**src/rtl/formula_pkg.sv**
```systemverilog
// Shared widths and the result type for the formula pipeline.
// Imported by the formula block, its result buffer and the bench.
// No logic here: constants and typedefs only.
package formula_pkg;

    localparam int FORMULA_WIDTH     = 8;
    localparam int FORMULA_WIDTH_OUT = 2*FORMULA_WIDTH + 6;
    localparam int DROP_CNT_W        = 16;

    typedef logic signed [FORMULA_WIDTH_OUT-1:0] result_t;

endpackage

```
**src/rtl/formula_fifo_mem.sv**
```systemverilog
// DEPTH x WIDTH_OUT result storage: synchronous write, asynchronous read.
// Latency: write visible on rdata the cycle after we; read is combinational.
// Backpressure: none; the caller only asserts we when a slot is free.
module formula_fifo_mem #(
    parameter int DEPTH     = 8,
    parameter int WIDTH_OUT = 22,
    parameter int ADDR_W    = $clog2(DEPTH)
) (
    input  logic                 clk,
    input  logic                 we,
    input  logic [ADDR_W-1:0]    waddr,
    input  logic [WIDTH_OUT-1:0] wdata,
    input  logic [ADDR_W-1:0]    raddr,
    output logic [WIDTH_OUT-1:0] rdata
);

    logic [WIDTH_OUT-1:0] mem [DEPTH];

    always_ff @(posedge clk) begin
        if (we) begin
            mem[waddr] <= wdata;
        end
    end

    assign rdata = mem[raddr];

endmodule

```
**src/rtl/formula_result_buffer.sv**
```systemverilog
// Buffers formula results (no upstream backpressure) and re-presents them FWFT on valid/ready.
// Latency: an entry pushed at edge N appears on vld_out/q_out after edge N; no same-cycle bypass.
// Backpressure: consumer stalls via rdy_out; when full, incoming results are dropped and counted.
module formula_result_buffer
    import formula_pkg::*;
#(
    parameter int  WIDTH     = FORMULA_WIDTH,
    parameter int  WIDTH_OUT = 2*WIDTH + 6,
    parameter int  DEPTH     = 8,
    localparam int ADDR_W    = $clog2(DEPTH)
) (
    input  logic                        clk,
    input  logic                        rst,
    input  logic                        vld_in,
    input  logic signed [WIDTH_OUT-1:0] q_in,
    output logic                        vld_out,
    input  logic                        rdy_out,
    output logic signed [WIDTH_OUT-1:0] q_out,
    output logic [ADDR_W:0]             level,
    output logic [ADDR_W:0]             peak,
    output logic                        overflow,
    output logic [DROP_CNT_W-1:0]       drop_cnt
);

    localparam logic [ADDR_W:0]     PTR_ONE = 1;
    localparam logic [DROP_CNT_W-1:0] CNT_ONE = 1;

    logic [ADDR_W:0] wr_ptr;
    logic [ADDR_W:0] rd_ptr;
    logic [ADDR_W:0] level_nxt;
    logic            full;
    logic            push;
    logic            pop;
    logic            drop;

    // Extra MSB on the pointers distinguishes full from empty when addresses match.
    assign full = (wr_ptr[ADDR_W-1:0] == rd_ptr[ADDR_W-1:0]) &&
                  (wr_ptr[ADDR_W] != rd_ptr[ADDR_W]);
    assign pop  = vld_out & rdy_out;
    assign push = vld_in & (~full | pop);
    assign drop = vld_in & full & ~pop;

    always_comb begin
        level_nxt = level;
        if (push && !pop) begin
            level_nxt = level + PTR_ONE;
        end else if (pop && !push) begin
            level_nxt = level - PTR_ONE;
        end
    end

    always_ff @(posedge clk) begin
        if (rst) begin
            wr_ptr   <= '0;
            rd_ptr   <= '0;
            level    <= '0;
            peak     <= '0;
            vld_out  <= 1'b0;
            overflow <= 1'b0;
            drop_cnt <= '0;
        end else begin
            if (push) begin
                wr_ptr <= wr_ptr + PTR_ONE;
            end
            if (pop) begin
                rd_ptr <= rd_ptr + PTR_ONE;
            end
            level   <= level_nxt;
            vld_out <= (level_nxt != '0);
            if (level_nxt > peak) begin
                peak <= level_nxt;
            end
            if (drop) begin
                overflow <= 1'b1;
                if (drop_cnt != '1) begin
                    drop_cnt <= drop_cnt + CNT_ONE;
                end
            end
        end
    end

    formula_fifo_mem #(
        .DEPTH     (DEPTH),
        .WIDTH_OUT (WIDTH_OUT),
        .ADDR_W    (ADDR_W)
    ) u_mem (
        .clk   (clk),
        .we    (push),
        .waddr (wr_ptr[ADDR_W-1:0]),
        .wdata (q_in),
        .raddr (rd_ptr[ADDR_W-1:0]),
        .rdata (q_out)
    );

endmodule

```
**config.mk**
```make
export PLATFORM = sky130hd
export DESIGN_NAME = formula_result_buffer
export DESIGN_NICKNAME = d
export VERILOG_FILES = /design/src/rtl/formula_pkg.sv /design/src/rtl/formula_fifo_mem.sv /design/src/rtl/formula_result_buffer.sv
export SDC_FILE = /design/constraint.sdc
export NUM_CORES = 1
export LEC_CHECK = 0
export ABC_AREA = 1
export CAP_MARGIN = 10
export CORE_MARGIN = 5
export CORE_UTILIZATION = 45
export DETAILED_ROUTE_END_ITERATION = 8
export GPL_TIMING_DRIVEN = 0
export SETUP_SLACK_MARGIN = 0.05
export SLEW_MARGIN = 20
export SYNTH_ARGS = -nofsm -noshare
export SYNTH_HDL_FRONTEND = slang
export SYNTH_SLANG_ARGS = --single-unit
```
**constraint.sdc**
```tcl
create_clock -name clk -period 6.8 [get_ports clk]
set_input_delay 2.04 -clock clk [delete_from_list [all_inputs] [get_ports clk]]
set_output_delay 2.04 -clock clk [all_outputs]
set_load 0.02 [all_outputs]
```
==> run_summary.xml <==
<?xml version="1.0" encoding="UTF-8"?>
<metrics>
  <group name="setup_path">
    <metric name="timing.critical_path.slowest_stage_cell" unit="">sky130_fd_sc_hd__clkdlybuf4s50_1</metric>
    <metric name="critical_path.reg2reg.startpoint" unit="">rd_ptr[0]</metric>
    <metric name="timing.reg2reg.worst_path_depth" unit="">16</metric>
    <metric name="worstSetupPathType" unit="">flip-flop to primary output</metric>
    <metric name="worst-r2r-setup-slack" unit="ps">4260</metric>
    <metric name="timing.critical_path.slowest_cell_delay" unit="ps">660</metric>
    <metric name="cp_data_arrival_time" unit="ps">3230</metric>
    <metric name="required" unit="ps">4760</metric>
    <metric name="r2r-end" unit="">peak[1]</metric>
    <metric name="worstSetupEndpointType" unit="">primary output</metric>
    <metric name="worst_setup_path_start_kind" unit="">flip-flop</metric>
    <metric name="path_max_fanout" unit="">10</metric>
    <metric name="crit_path_cell_chain" unit="">buf_2, clkbuf_1, clkbuf_1, nor2_1, o22ai_1, nor2_1, a31oi_1, clkdlybuf4s50_1</metric>
  </group>
  <group name="yosys">
    <metric name="yosys_register_bits" unit="">213</metric>
    <metric name="synthesis.yosys.warnings" unit="">0</metric>
    <metric name="mappedNetlistNets" unit="">801</metric>
    <metric name="synth.distinct_cells" unit="">39</metric>
    <metric name="syn-mean-instance-area" unit="um^2">11.43</metric>
    <metric name="syn-instance-count" unit="">767</metric>
    <metric name="seq_total_area_yosys" unit="%">68.73</metric>
    <metric name="synth_area" unit="um^2">8767</metric>
  </group>
  <group name="run_status">
    <metric name="run_status" unit="">finished clean</metric>
  </group>
  <group name="pwr">
    <metric name="power.internal" unit="uW">2291</metric>
    <metric name="power.share.switching" unit="%">26.63</metric>
    <metric name="power.density_cell_area" unit="nW/um^2">290.6</metric>
    <metric name="combPwrFrac" unit="%">16.6</metric>
    <metric name="switchingPower" unit="uW">831.8</metric>
    <metric name="power_frac_clock" unit="%">36.0</metric>
    <metric name="p_leak" unit="uW">0.003693</metric>
    <metric name="ir_worst_vdd" unit="mV">0.1887</metric>
    <metric name="power_frac_seq" unit="%">47.5</metric>
    <metric name="report.power.total" unit="uW">3123</metric>
  </group>
  <group name="hold_path">
    <metric name="worstHoldPathCells" unit="">1</metric>
    <metric name="min-delay-start" unit="">rd_ptr[3]</metric>
    <metric name="hold-path-endpoint" unit="">rd_ptr[3]</metric>
    <metric name="min-delay-path-class" unit="">flip-flop to flip-flop</metric>
  </group>
  <group name="floorplanning">
    <metric name="placement_rows" unit="">51</metric>
    <metric name="initial_utilization" unit="%">45.34</metric>
    <metric name="design.die.area" unit="um^2">22370</metric>
    <metric name="dieWidth" unit="um">149.6</metric>
    <metric name="floorplan.io_pins" unit="">74</metric>
    <metric name="height_of_the_die" unit="um">149.6</metric>
    <metric name="floorplan.core_area" unit="um^2">19330</metric>
  </group>
  <group name="timing">
    <metric name="drv_slew" unit="">0</metric>
    <metric name="hold_viol_final" unit="">0</metric>
    <metric name="setup_violations" unit="">0</metric>
    <metric name="max_freq" unit="GHz">0.1899</metric>
    <metric name="max_clock_skew" unit="ps">14.17</metric>
    <metric name="final.min_clock_period" unit="ps">5266</metric>
    <metric name="worst_slew_pin_slew" unit="ps">760.1</metric>
    <metric name="layout_worst_path_cycle_share" unit="%">77.44</metric>
    <metric name="slew_headroom" unit="%">49.33</metric>
    <metric name="setup-tns-final" unit="ps">0</metric>
    <metric name="whs" unit="ps">488.1</metric>
    <metric name="rsz_0062_raised_after_global_routing" unit="">false</metric>
  </group>
  <group name="finish">
    <metric name="synthesis_to_layout_area_growth" unit="%">22.59</metric>
    <metric name="nets" unit="">906</metric>
    <metric name="mostFrequentLayoutCells" unit="">sky130_fd_sc_hd__nor2_1 (179), sky130_fd_sc_hd__edfxtp_1 (176), sky130_fd_sc_hd__o21ai_0 (99)</metric>
    <metric name="most_frequent_standard_cell_in_the_layout_excluding_fill_and_tap_cells" unit="">sky130_fd_sc_hd__nor2_1</metric>
    <metric name="drive_gt1_share" unit="%">9.347</metric>
    <metric name="antenna_cells_inserted" unit="">0</metric>
    <metric name="n_fill_cell" unit="">1586</metric>
  </group>
  <group name="placed_design">
    <metric name="place_congestion" unit="">0.8266</metric>
    <metric name="post-dp-hpwl" unit="mm">14.29</metric>
    <metric name="portBuffers" unit="">73</metric>
  </group>
  <group name="detailed_routing">
    <metric name="dr_total_vias" unit="">6126</metric>
    <metric name="wire_per_inst" unit="um">18.84</metric>
    <metric name="drt_via_density" unit="">5.313</metric>
    <metric name="routed_wl" unit="mm">21.73</metric>
    <metric name="ant_nets" unit="">0</metric>
    <metric name="drc" unit="">0</metric>
    <metric name="dr.pass1.iters" unit="">5</metric>
    <metric name="drt-initial-drc-count" unit="">488</metric>
  </group>
  <group name="clock_network">
    <metric name="clock_latency_of_the_later_clocked_register_in_the_worst_skew_pair" unit="ps">510</metric>
    <metric name="cts.htree.levels" unit="">1</metric>
    <metric name="ctsHoldBuffers" unit="">0</metric>
    <metric name="cts_root_buf" unit="">sky130_fd_sc_hd__clkbuf_16</metric>
    <metric name="cts-root-to-sink-buffers" unit="">3</metric>
    <metric name="cts.clk_slew.worst_paths" unit="ps">60</metric>
    <metric name="cts_made_buffers" unit="">22</metric>
    <metric name="post_cts_resize_count" unit="">0</metric>
    <metric name="cts_tree" unit="">yes</metric>
    <metric name="cts_setup_buffers" unit="">0</metric>
    <metric name="clock_sinks" unit="">213</metric>
  </group>
  <group name="global_routing">
    <metric name="grt_pass1_wl" unit="mm">33.86</metric>
    <metric name="globalRoute.totalOverflow" unit="">0</metric>
    <metric name="use_met1" unit="%">26.95</metric>
    <metric name="grt_antenna_before_repair" unit="">0</metric>
    <metric name="busiest_layer" unit="">met2</metric>
    <metric name="grt_max_degree" unit="">19</metric>
    <metric name="track_usage" unit="%">19.62</metric>
    <metric name="gr_layer_usage_met2" unit="%">33.44</metric>
    <metric name="met3_usage" unit="%">2.120</metric>
    <metric name="vias_in_the_first_global_route" unit="">6144</metric>
  </group>
  <group name="job">
    <metric name="drv.max_cap_violation_count" unit="">0</metric>
  </group>
</metrics>
==> worst max-delay path: cells and delay by family (launching register included) <==
| family | cells | cell delay, ps |
|---|---|---|
| compound gates | 2 | 380 |
| flops | 1 | 330 |
| buf+inv | 4 | 1840 |
| simple gates | 2 | 160 |
==> registers in the layout, summed over array words and instances (netlist names), named ones only <==
signal / flops
level: 4
rd_ptr: 4
drop_cnt: 16
u_mem.mem: 176
peak: 4
vld_out: 1
overflow: 1
wr_ptr: 4
==> kinds of logic (layout without fill, tap and decap cells) <==
logic type	Yosys count	in the layout	synth area share, %
and+or+nand+nor	285	285	15.20
DFF	213	213	68.73
AOI/OAI and AO/OA	170	170	10.49
buffers and inverters	84	205	3.653
adders and majority gates	8	8	1.142
xor gates and xnor gates	7	7	0.7851
==> cells in the mapped netlist <==
master | instances | share of area [%]
sky130_fd_sc_hd__xor2_1 | 3 | 0.30
sky130_fd_sc_hd__o21bai_1 | 1 | 0.086
sky130_fd_sc_hd__clkbuf_1 | 31 | 1.3
sky130_fd_sc_hd__a41oi_1 | 1 | 0.10
sky130_fd_sc_hd__edfxtp_1 | 176 | 60
sky130_fd_sc_hd__nor4_1 | 4 | 0.29
sky130_fd_sc_hd__ha_1 | 8 | 1.1
sky130_fd_sc_hd__nand3_2 | 2 | 0.23
sky130_fd_sc_hd__nand2_2 | 2 | 0.14
sky130_fd_sc_hd__a31oi_1 | 22 | 1.6
sky130_fd_sc_hd__nand2_4 | 6 | 0.77
sky130_fd_sc_hd__nand3_1 | 13 | 0.74
sky130_fd_sc_hd__o22ai_1 | 22 | 1.6
sky130_fd_sc_hd__dfxtp_1 | 37 | 8.4
sky130_fd_sc_hd__xor2_2 | 1 | 0.19
sky130_fd_sc_hd__nor2_2 | 1 | 0.071
sky130_fd_sc_hd__o21ai_1 | 5 | 0.29
sky130_fd_sc_hd__nand4_4 | 1 | 0.24
sky130_fd_sc_hd__nor3b_2 | 2 | 0.29
sky130_fd_sc_hd__nand4_1 | 3 | 0.21
sky130_fd_sc_hd__nand3_4 | 2 | 0.40
sky130_fd_sc_hd__inv_1 | 42 | 1.8
sky130_fd_sc_hd__o31ai_2 | 1 | 0.14
sky130_fd_sc_hd__and3_1 | 1 | 0.071
sky130_fd_sc_hd__nor3_1 | 7 | 0.40
sky130_fd_sc_hd__buf_2 | 4 | 0.23
sky130_fd_sc_hd__inv_2 | 6 | 0.26
sky130_fd_sc_hd__nor2_8 | 1 | 0.23
sky130_fd_sc_hd__xnor2_1 | 3 | 0.30
sky130_fd_sc_hd__nor3b_1 | 1 | 0.086
sky130_fd_sc_hd__clkinv_1 | 1 | 0.043
sky130_fd_sc_hd__a21oi_1 | 19 | 1.1
sky130_fd_sc_hd__or2_1 | 1 | 0.071
sky130_fd_sc_hd__nor2_1 | 187 | 8.0
sky130_fd_sc_hd__nand2_1 | 42 | 1.8
sky130_fd_sc_hd__nor3_2 | 2 | 0.23
sky130_fd_sc_hd__o21ai_0 | 99 | 5.7
sky130_fd_sc_hd__nor2_4 | 5 | 0.64
sky130_fd_sc_hd__nand4_2 | 2 | 0.29
==> worst max path at each step <==
stage                   start  slack [ps]  cells after the start               to
finish              flip-flop        1530                      8        q_out[20]
global route        flip-flop        1330                      8        q_out[20]
CTS                 flip-flop        1540                      8        q_out[20]
detailed placement    rdy_out        2070                     16          peak[1]
global placement      rdy_out        1220                      9  u_mem.mem[4][7]
floorplan             rdy_out        2770                      8  u_mem.mem[7][0]
==> layer usage <==
layer / vias to the layer above / part of all wire, %
met4: 0 / 2.1
met2: 171 / 49
li1: 2922 / -
met1: 3000 / 44
met3: 33 / 4.7
met5: - / 0
==> power by group through the flow <==
stage               sequential [uW]  combinational, uW  clock [uW]
floorplan                      1530                295           0
global placement               1510                496           0
detailed placement             1510                520           0
CTS                            1480                522        1140
global route                   1490                572        1190
finish                         1480                517        1120
==> per-stage QoR <==
step	area [um^2]	setup slack, ps	utilization, %	cells
global route	10750	1330	55.59	1153
finish	10750	1534	55.59	1153
global placement	9829	1216	50.84	1105
CTS	10750	1541	55.59	1153
floorplan	8767	2774	-	767
detailed placement	10080	2066	52.16	1113
==> cell type report <==
| class | instances | area (um^2) | area share [%] |
|---|---|---|---|
| clock buffer | 28 | 573.1 | 5.332 |
| buffer | 35 | 136.4 | 1.269 |
| tap | 265 | 331.6 | 3.085 |
| multi-input combinational | 470 | 2481 | 23.09 |
| clock inverter | 12 | 90.09 | 0.8382 |
| inverter | 49 | 183.9 | 1.711 |
| timing repair buffer | 81 | 925.9 | 8.615 |
| sequential | 213 | 6026 | 56.07 |
(Power assumes the default switching activity.)
